`config.mk`:
```
export PLATFORM = sky130hd
export DESIGN_NAME = imm_field_encoder_flat
export DESIGN_NICKNAME = d
export VERILOG_FILES = /design/src/rtl/imm_field_encoder_pkg.sv /design/src/rtl/imm_field_encoder_if.sv /design/src/rtl/imm_range_check.sv /design/src/rtl/imm_field_encoder.sv /design/src/flat_wrapper.sv
export SDC_FILE = /design/constraint.sdc
export NUM_CORES = 1
export LEC_CHECK = 0
export ABC_AREA = 1
export CORE_UTILIZATION = 56
export CTS_BUF_LIST = sky130_fd_sc_hd__clkbuf_2 sky130_fd_sc_hd__clkbuf_4 sky130_fd_sc_hd__clkbuf_8
export DETAILED_ROUTE_END_ITERATION = 12
export PLACE_DENSITY = 0.83
export SYNTH_ARGS = -nofsm -noshare
export SYNTH_HDL_FRONTEND = slang
export SYNTH_SLANG_ARGS = --single-unit
```
`constraint.sdc`:
```
create_clock -name CLK -period 1.8 [get_ports CLK]
set_input_delay 0.36 -clock CLK [delete_from_list [all_inputs] [get_ports CLK]]
set_output_delay 0.36 -clock CLK [all_outputs]
set_load 0.005 [all_outputs]
```
`src/rtl/imm_field_encoder_pkg.sv`:
```
// Shared definitions for the immediate-field encoder: format codes, field
// bit positions, FSM state type and wide-beat helpers.
package imm_field_encoder_pkg;

    localparam logic [2:0] FMT_I        = 3'b000;
    localparam logic [2:0] FMT_D        = 3'b001;
    localparam logic [2:0] FMT_B        = 3'b010;
    localparam logic [2:0] FMT_CB       = 3'b011;
    localparam int unsigned FMT_WIDE_MSB = 2;

    localparam int unsigned I_LSB        = 10;
    localparam int unsigned D_LSB        = 12;
    localparam int unsigned CB_LSB       = 5;
    localparam int unsigned WIDE_IMM_LSB = 5;
    localparam int unsigned WIDE_HW_LSB  = 21;

    typedef enum logic {
        IDLE,
        EMIT
    } state_t;

    function automatic logic [1:0] lowest_hw(input logic [3:0] mask);
        if (mask[0])      return 2'd0;
        else if (mask[1]) return 2'd1;
        else if (mask[2]) return 2'd2;
        else              return 2'd3;
    endfunction

    function automatic logic [25:0] wide_field(input logic [63:0] value, input logic [1:0] hw);
        logic [15:0] half;
        case (hw)
            2'd0:    half = value[15:0];
            2'd1:    half = value[31:16];
            2'd2:    half = value[47:32];
            default: half = value[63:48];
        endcase
        return (26'(hw) << WIDE_HW_LSB) | (26'(half) << WIDE_IMM_LSB);
    endfunction

endpackage

```
`src/rtl/imm_field_encoder_if.sv`:
```
// Request/beat handshake bundle for the immediate-field encoder.
// slave = encoder side, master = requester/consumer side.
interface imm_field_encoder_if;

    logic        in_valid;
    logic        in_ready;
    logic [2:0]  in_ctrl;
    logic [63:0] in_value;
    logic        out_valid;
    logic        out_ready;
    logic [25:0] out_imm26;
    logic        out_movk;
    logic        out_last;
    logic        out_err;

    modport slave (
        input  in_valid, in_ctrl, in_value, out_ready,
        output in_ready, out_valid, out_imm26, out_movk, out_last, out_err
    );

    modport master (
        output in_valid, in_ctrl, in_value, out_ready,
        input  in_ready, out_valid, out_imm26, out_movk, out_last, out_err
    );

endinterface

```
`src/rtl/imm_range_check.sv`:
```
// Combinational legality check and field packing for single-beat formats.
// Illegal values yield imm26=0 so the caller never sees a truncated field.
module imm_range_check
    import imm_field_encoder_pkg::*;
(
    input  logic [2:0]  ctrl,
    input  logic [63:0] value,
    output logic        legal,
    output logic [25:0] imm26
);

    logic [25:0] packed_imm;

    always_comb begin
        legal      = 1'b0;
        packed_imm = '0;
        if (ctrl[FMT_WIDE_MSB]) begin
            legal = 1'b1;
        end else begin
            case (ctrl)
                FMT_I: begin
                    legal      = (value[63:12] == '0);
                    packed_imm = 26'(value[11:0]) << I_LSB;
                end
                FMT_D: begin
                    legal      = (value[63:8] == '0) || (value[63:8] == '1);
                    packed_imm = 26'(value[8:0]) << D_LSB;
                end
                FMT_B: begin
                    legal      = (value[63:25] == '0) || (value[63:25] == '1);
                    packed_imm = value[25:0];
                end
                FMT_CB: begin
                    legal      = (value[63:18] == '0) || (value[63:18] == '1);
                    packed_imm = 26'(value[18:0]) << CB_LSB;
                end
                default: begin
                    legal      = 1'b0;
                    packed_imm = '0;
                end
            endcase
        end
        imm26 = legal ? packed_imm : '0;
    end

endmodule

```
`src/rtl/imm_field_encoder.sv`:
```
// Encodes a 64-bit constant into instruction immediate field beats:
// one beat for I/D/B/CB, a MOVZ/MOVK sequence for wide constants.
module imm_field_encoder
    import imm_field_encoder_pkg::*;
#(
    parameter bit WIDE_SKIP_ZERO = 1'b1
) (
    input  logic               CLK,
    input  logic               Reset_L,
    imm_field_encoder_if.slave bus
);

    state_t      state_q, state_d;
    logic [63:0] value_q;
    logic [3:0]  pend_q;
    logic [25:0] imm_q;
    logic        movk_q, last_q, err_q;

    logic        chk_legal;
    logic [25:0] chk_imm;
    logic        accept, beat_done;
    logic [3:0]  mask_acc, pend_first, pend_next;
    logic [1:0]  hw_first, hw_next;

    imm_range_check u_range_check (
        .ctrl  (bus.in_ctrl),
        .value (bus.in_value),
        .legal (chk_legal),
        .imm26 (chk_imm)
    );

    assign bus.in_ready  = (state_q == IDLE);
    assign bus.out_valid = (state_q == EMIT);
    assign bus.out_imm26 = imm_q;
    assign bus.out_movk  = movk_q;
    assign bus.out_last  = last_q;
    assign bus.out_err   = err_q;

    assign accept    = bus.in_valid && bus.in_ready;
    assign beat_done = bus.out_valid && bus.out_ready;

    // pend_* tracks halfwords still owed after the beat being presented
    always_comb begin
        mask_acc = '1;
        if (WIDE_SKIP_ZERO) begin
            for (int unsigned i = 0; i < 4; i++) begin
                mask_acc[i] = (bus.in_value[16*i +: 16] != '0);
            end
            if (mask_acc == '0) begin
                mask_acc = 4'b0001;
            end
        end
        hw_first   = lowest_hw(mask_acc);
        pend_first = mask_acc & ~(4'b0001 << hw_first);
        hw_next    = lowest_hw(pend_q);
        pend_next  = pend_q & ~(4'b0001 << hw_next);
    end

    always_ff @(posedge CLK or negedge Reset_L) begin
        if (!Reset_L) begin
            state_q <= IDLE;
        end else begin
            state_q <= state_d;
        end
    end

    always_comb begin
        state_d = state_q;
        case (state_q)
            IDLE:    if (accept) state_d = EMIT;
            EMIT:    if (beat_done && last_q) state_d = IDLE;
            default: state_d = IDLE;
        endcase
    end

    always_ff @(posedge CLK or negedge Reset_L) begin
        if (!Reset_L) begin
            value_q <= '0;
            pend_q  <= '0;
            imm_q   <= '0;
            movk_q  <= 1'b0;
            last_q  <= 1'b0;
            err_q   <= 1'b0;
        end else if (accept) begin
            value_q <= bus.in_value;
            if (bus.in_ctrl[FMT_WIDE_MSB]) begin
                imm_q  <= wide_field(bus.in_value, hw_first);
                movk_q <= 1'b0;
                last_q <= (pend_first == '0);
                err_q  <= 1'b0;
                pend_q <= pend_first;
            end else begin
                imm_q  <= chk_imm;
                movk_q <= 1'b0;
                last_q <= 1'b1;
                err_q  <= !chk_legal;
                pend_q <= '0;
            end
        end else if (beat_done && !last_q) begin
            imm_q  <= wide_field(value_q, hw_next);
            movk_q <= 1'b1;
            last_q <= (pend_next == '0);
            pend_q <= pend_next;
        end
    end

endmodule

```
`src/flat_wrapper.sv`:
```
// flat-port wrapper written by rule: the top's interface ports become plain ports
module imm_field_encoder_flat import imm_field_encoder_pkg::*;
#(
    parameter bit WIDE_SKIP_ZERO = 1'b1
)
  (CLK, Reset_L, bus_in_valid, bus_in_ctrl, bus_in_value, bus_out_ready, bus_in_ready, bus_out_valid, bus_out_imm26, bus_out_movk, bus_out_last, bus_out_err);
  imm_field_encoder_if bus_i ();
  input  logic CLK;
  input  logic Reset_L;
  input wire logic [$bits(bus_i.in_valid)-1:0] bus_in_valid;
  input wire logic [$bits(bus_i.in_ctrl)-1:0] bus_in_ctrl;
  input wire logic [$bits(bus_i.in_value)-1:0] bus_in_value;
  input wire logic [$bits(bus_i.out_ready)-1:0] bus_out_ready;
  output wire logic [$bits(bus_i.in_ready)-1:0] bus_in_ready;
  output wire logic [$bits(bus_i.out_valid)-1:0] bus_out_valid;
  output wire logic [$bits(bus_i.out_imm26)-1:0] bus_out_imm26;
  output wire logic [$bits(bus_i.out_movk)-1:0] bus_out_movk;
  output wire logic [$bits(bus_i.out_last)-1:0] bus_out_last;
  output wire logic [$bits(bus_i.out_err)-1:0] bus_out_err;
  assign bus_i.in_valid = bus_in_valid;
  assign bus_i.in_ctrl = bus_in_ctrl;
  assign bus_i.in_value = bus_in_value;
  assign bus_i.out_ready = bus_out_ready;
  assign bus_in_ready = bus_i.in_ready;
  assign bus_out_valid = bus_i.out_valid;
  assign bus_out_imm26 = bus_i.out_imm26;
  assign bus_out_movk = bus_i.out_movk;
  assign bus_out_last = bus_i.out_last;
  assign bus_out_err = bus_i.out_err;
  imm_field_encoder #(.WIDE_SKIP_ZERO(WIDE_SKIP_ZERO)) u_core (.CLK(CLK), .Reset_L(Reset_L), .bus(bus_i));
endmodule
```
==> impl_metrics.tcl <==
set metrics [dict create \
    status "completed" \
    drt_pass1_iterations 9 \
    synth_top_area_share_pct 39.5 \
    numCtsBuffers 9 \
    synth_top_cell_by_area "dfrtp_1" \
    yosysUniqueCellTypes 30 \
    max-vdd-ir-drop_v 0.00113 \
    ys_top_cells_by_count "nand2_1 (349), dfrtp_1 (98), nor2_1 (88)" \
    antenna_found_initial 1 \
    final_cell_count_no_fill 1319 \
    clk_pin_slew_worst_paths_ps 110 \
    power_mw 9.61 \
    grt_pass1_wl_microns 39100 \
    p_per_area_nw_per_um2 1070 \
    root_buffer "clkbuf_8" \
    report.final.slew_viol_count 0 \
    async_reset_ff_share_pct 100 \
    grt_pass1_vias 7435 \
    synth.most_common_cell "nand2_1" \
    placementRows 38 \
    nFillCells 748 \
    avgSynthCellArea_sq_um 6.75 \
    slowest_delay_ps 200 \
    crit_path_end_kind "flop" \
    coreArea_sq_um 10800 \
    grt_max_degree 48 \
    area_growth_pct 44.5 \
    setup_tns_ps 0 \
    cp_data_arrival_time_ps 2080 \
    viasPerCell 5.97 \
    place_ws_ps -749 \
    dr_total_vias 7874 \
    clock_latency_ps 380 \
    layout-drive-gt1-share_pct 32.7 \
    synth_cells 920 \
    nNetsFinal 1245 \
    pin_count 102 \
    hold_ws_ps 269 \
    yosysSeqAreaShare_pct 39.5 \
    cts.sinks 98 \
    slew_headroom_pct 71.3 \
    cap_violations 0 \
    hp-start "bus_in_value[2]" \
    crit_type "primary input to flop" \
    ys_top_cells_by_area "dfrtp_1 (40%), nand2_1 (21%), o21ai_0 (5.5%)" \
    period_minus_slack_ps 1770 \
    numPlacedInstances 1268 \
    fmax_mhz 564 \
    die_h_microns 107 \
    cts_max_path_buffers 2 \
    crit_buf_inv 4 \
    ys.flop_type "dfrtp_1" \
    finalCritPeriodShare_pct 98.5 \
    skew_ps 13.0 \
    gp_congestion 1.02 \
    hold_path_class "primary input to flop" \
    drc_errors 0 \
    path_delay_family "simple AND/OR/NAND/NOR gates" \
    drt_wl_total_microns 26300 \
    cp_max_fo 7 \
    crit-reg2reg-launch "u_core.pend_q[1]$_DFFE_PN0P_" \
    synth-edff-count 0 \
    syn-cell-area_sq_um 6210 \
    crit_slowest_cell "clkdlybuf4s15_1" \
    antenna_cells 0 \
    io_buffers 101 \
    place_hpwl_microns 19100 \
    cp_cell_sequence "clkdlybuf4s15_1 -> buf_4 -> nand2_1 -> nor2_1 -> nand2_1 -> nor2_2 -> nand3b_1 -> nand2_1 -> nand2_2 -> nand3_4 -> buf_12 -> clkinvlp_4 -> o21ai_1" \
    drt-initial-drc-count 1303 \
    postRouteAntennaNets 0 \
    crit_path_frequent_cell "nand2_1" \
    finalSetupViolCount 0 \
    startpoint "bus_in_value[51]" \
    die_w_microns 107 \
    setup_ws_ps 26.6 \
    drt-wirelength-per-cell_microns 19.9 \
    syn_nets 991 \
    cts_tree "built" \
    synth_seq_cells 98 \
    die_area_sq_um 11500 \
    tightest_slew_ps 431 \
    required_ps 2110 \
    track_usage_pct 46.5 \
    start_util_pct 57.3 \
    grt.overflow.total 0 \
    ys.warnings.count 0 \
    cp-start-kind "primary input" \
    htreeDepth 3 \
    p_leak_nw 4.48 \
    hold_violations 0 \
]
power breakdown:
part           total (mW)  internal, mW  leakage [nW]  switching, mW
registers            3.78          3.16          1.23          0.617
logic                4.39          1.82          3.16           2.57
clock network        1.44         0.544        0.0966          0.895
total                9.61          5.53          4.48           4.08
area by class of cell:
cell class,count,area (sq um),share of cell area [%]
Inverter,95,363,4.05
Tap cell,140,175,1.95
Clock buffer,9,124,1.38
Multi-Input combinational cell,687,3460,38.6
Timing Repair Buffer,283,2320,25.9
Clock inverter,7,72.6,0.809
Sequential cell,98,2450,27.3
layer usage:
layer	GRT usage [%]	vias to the layer above	part of all wire (%)
met1	58.2	3628	36
li1	-	3487	-
met2	69.5	578	43
met5	0	-	0.12
met3	12.8	179	12
met4	32.4	2	8.7
worst paths after layout:
check	to	slack [ps]	cells after the start
worst max-delay path	u_core.bus.out_imm26[0]$_DFFE_PN0P_	30	13
min in group asynchronous	u_core.bus.out_movk$_DFFE_PN0P_	430	2
worst max register to register	u_core.bus.out_imm26[6]$_DFFE_PN0P_	90	10
worst min register to register	u_core.bus.out_imm26[8]$_DFFE_PN0P_	490	2
max in group asynchronous	u_core.bus.out_imm26[24]$_DFFE_PN0P_	840	3
worst min-delay path	u_core.bus.out_imm26[2]$_DFFE_PN0P_	270	3
registers in the layout, summed over array words and instances (netlist names):
signal                flops
u_core.bus.out_err        1
u_core.bus.out_imm26     26
u_core.bus.out_last       1
u_core.bus.out_movk       1
u_core.bus.out_valid      1
u_core.pend_q             4
u_core.value_q           64
worst reg2reg max path, stage by stage (launching register included):
cell       delay (ps)
dfrtp_1           440
nor2_2             60
inv_1             180
nor2_4             90
buf_12            160
nand2_1           170
o2111ai_1         150
o21ai_0           180
inv_1              60
nand2_1            60
nand2_1            60
cell families (layout without fill, tap and decap cells):
family                 after synthesis  in the layout  synth area share, %
and+or+nand+nor                    549            549                 37.6
AOI/OAI and AO/OA                  138            138                 14.1
buffers and inverters              135            394                 8.79
DFF                                 98             98                 39.5
cell usage in the layout, fill, tap and decap left out, types with 15 or more instances in the layout:
cell type	n
clkbuf_2	54
nor2_2	38
inv_2	23
nand2_2	21
nand4_1	23
nand2_1	331
clkdlybuf4s50_1	34
inv_1	67
nor2_1	60
dfrtp_1	98
o2111ai_1	15
nand3_1	51
buf_4	159
o21ai_0	60
timing repair:
item,CTS,global route
gates resized for setup,136,159
cloned,2,1
endpoints found under the setup margin,30,30
pin swaps,29,73
hold buffers,1,0
buffers inserted,18,14
hold endpoints to repair,22,0
through the flow:
step,util (%),cell area [sq um]
after floorplan,-,6210
after global placement,77.6,8410
after detailed placement,77.6,8410
after CTS,82.2,8910
after global routing,82.7,8970
final,82.7,8970
Note: power is estimated with default switching activity, not from simulation.
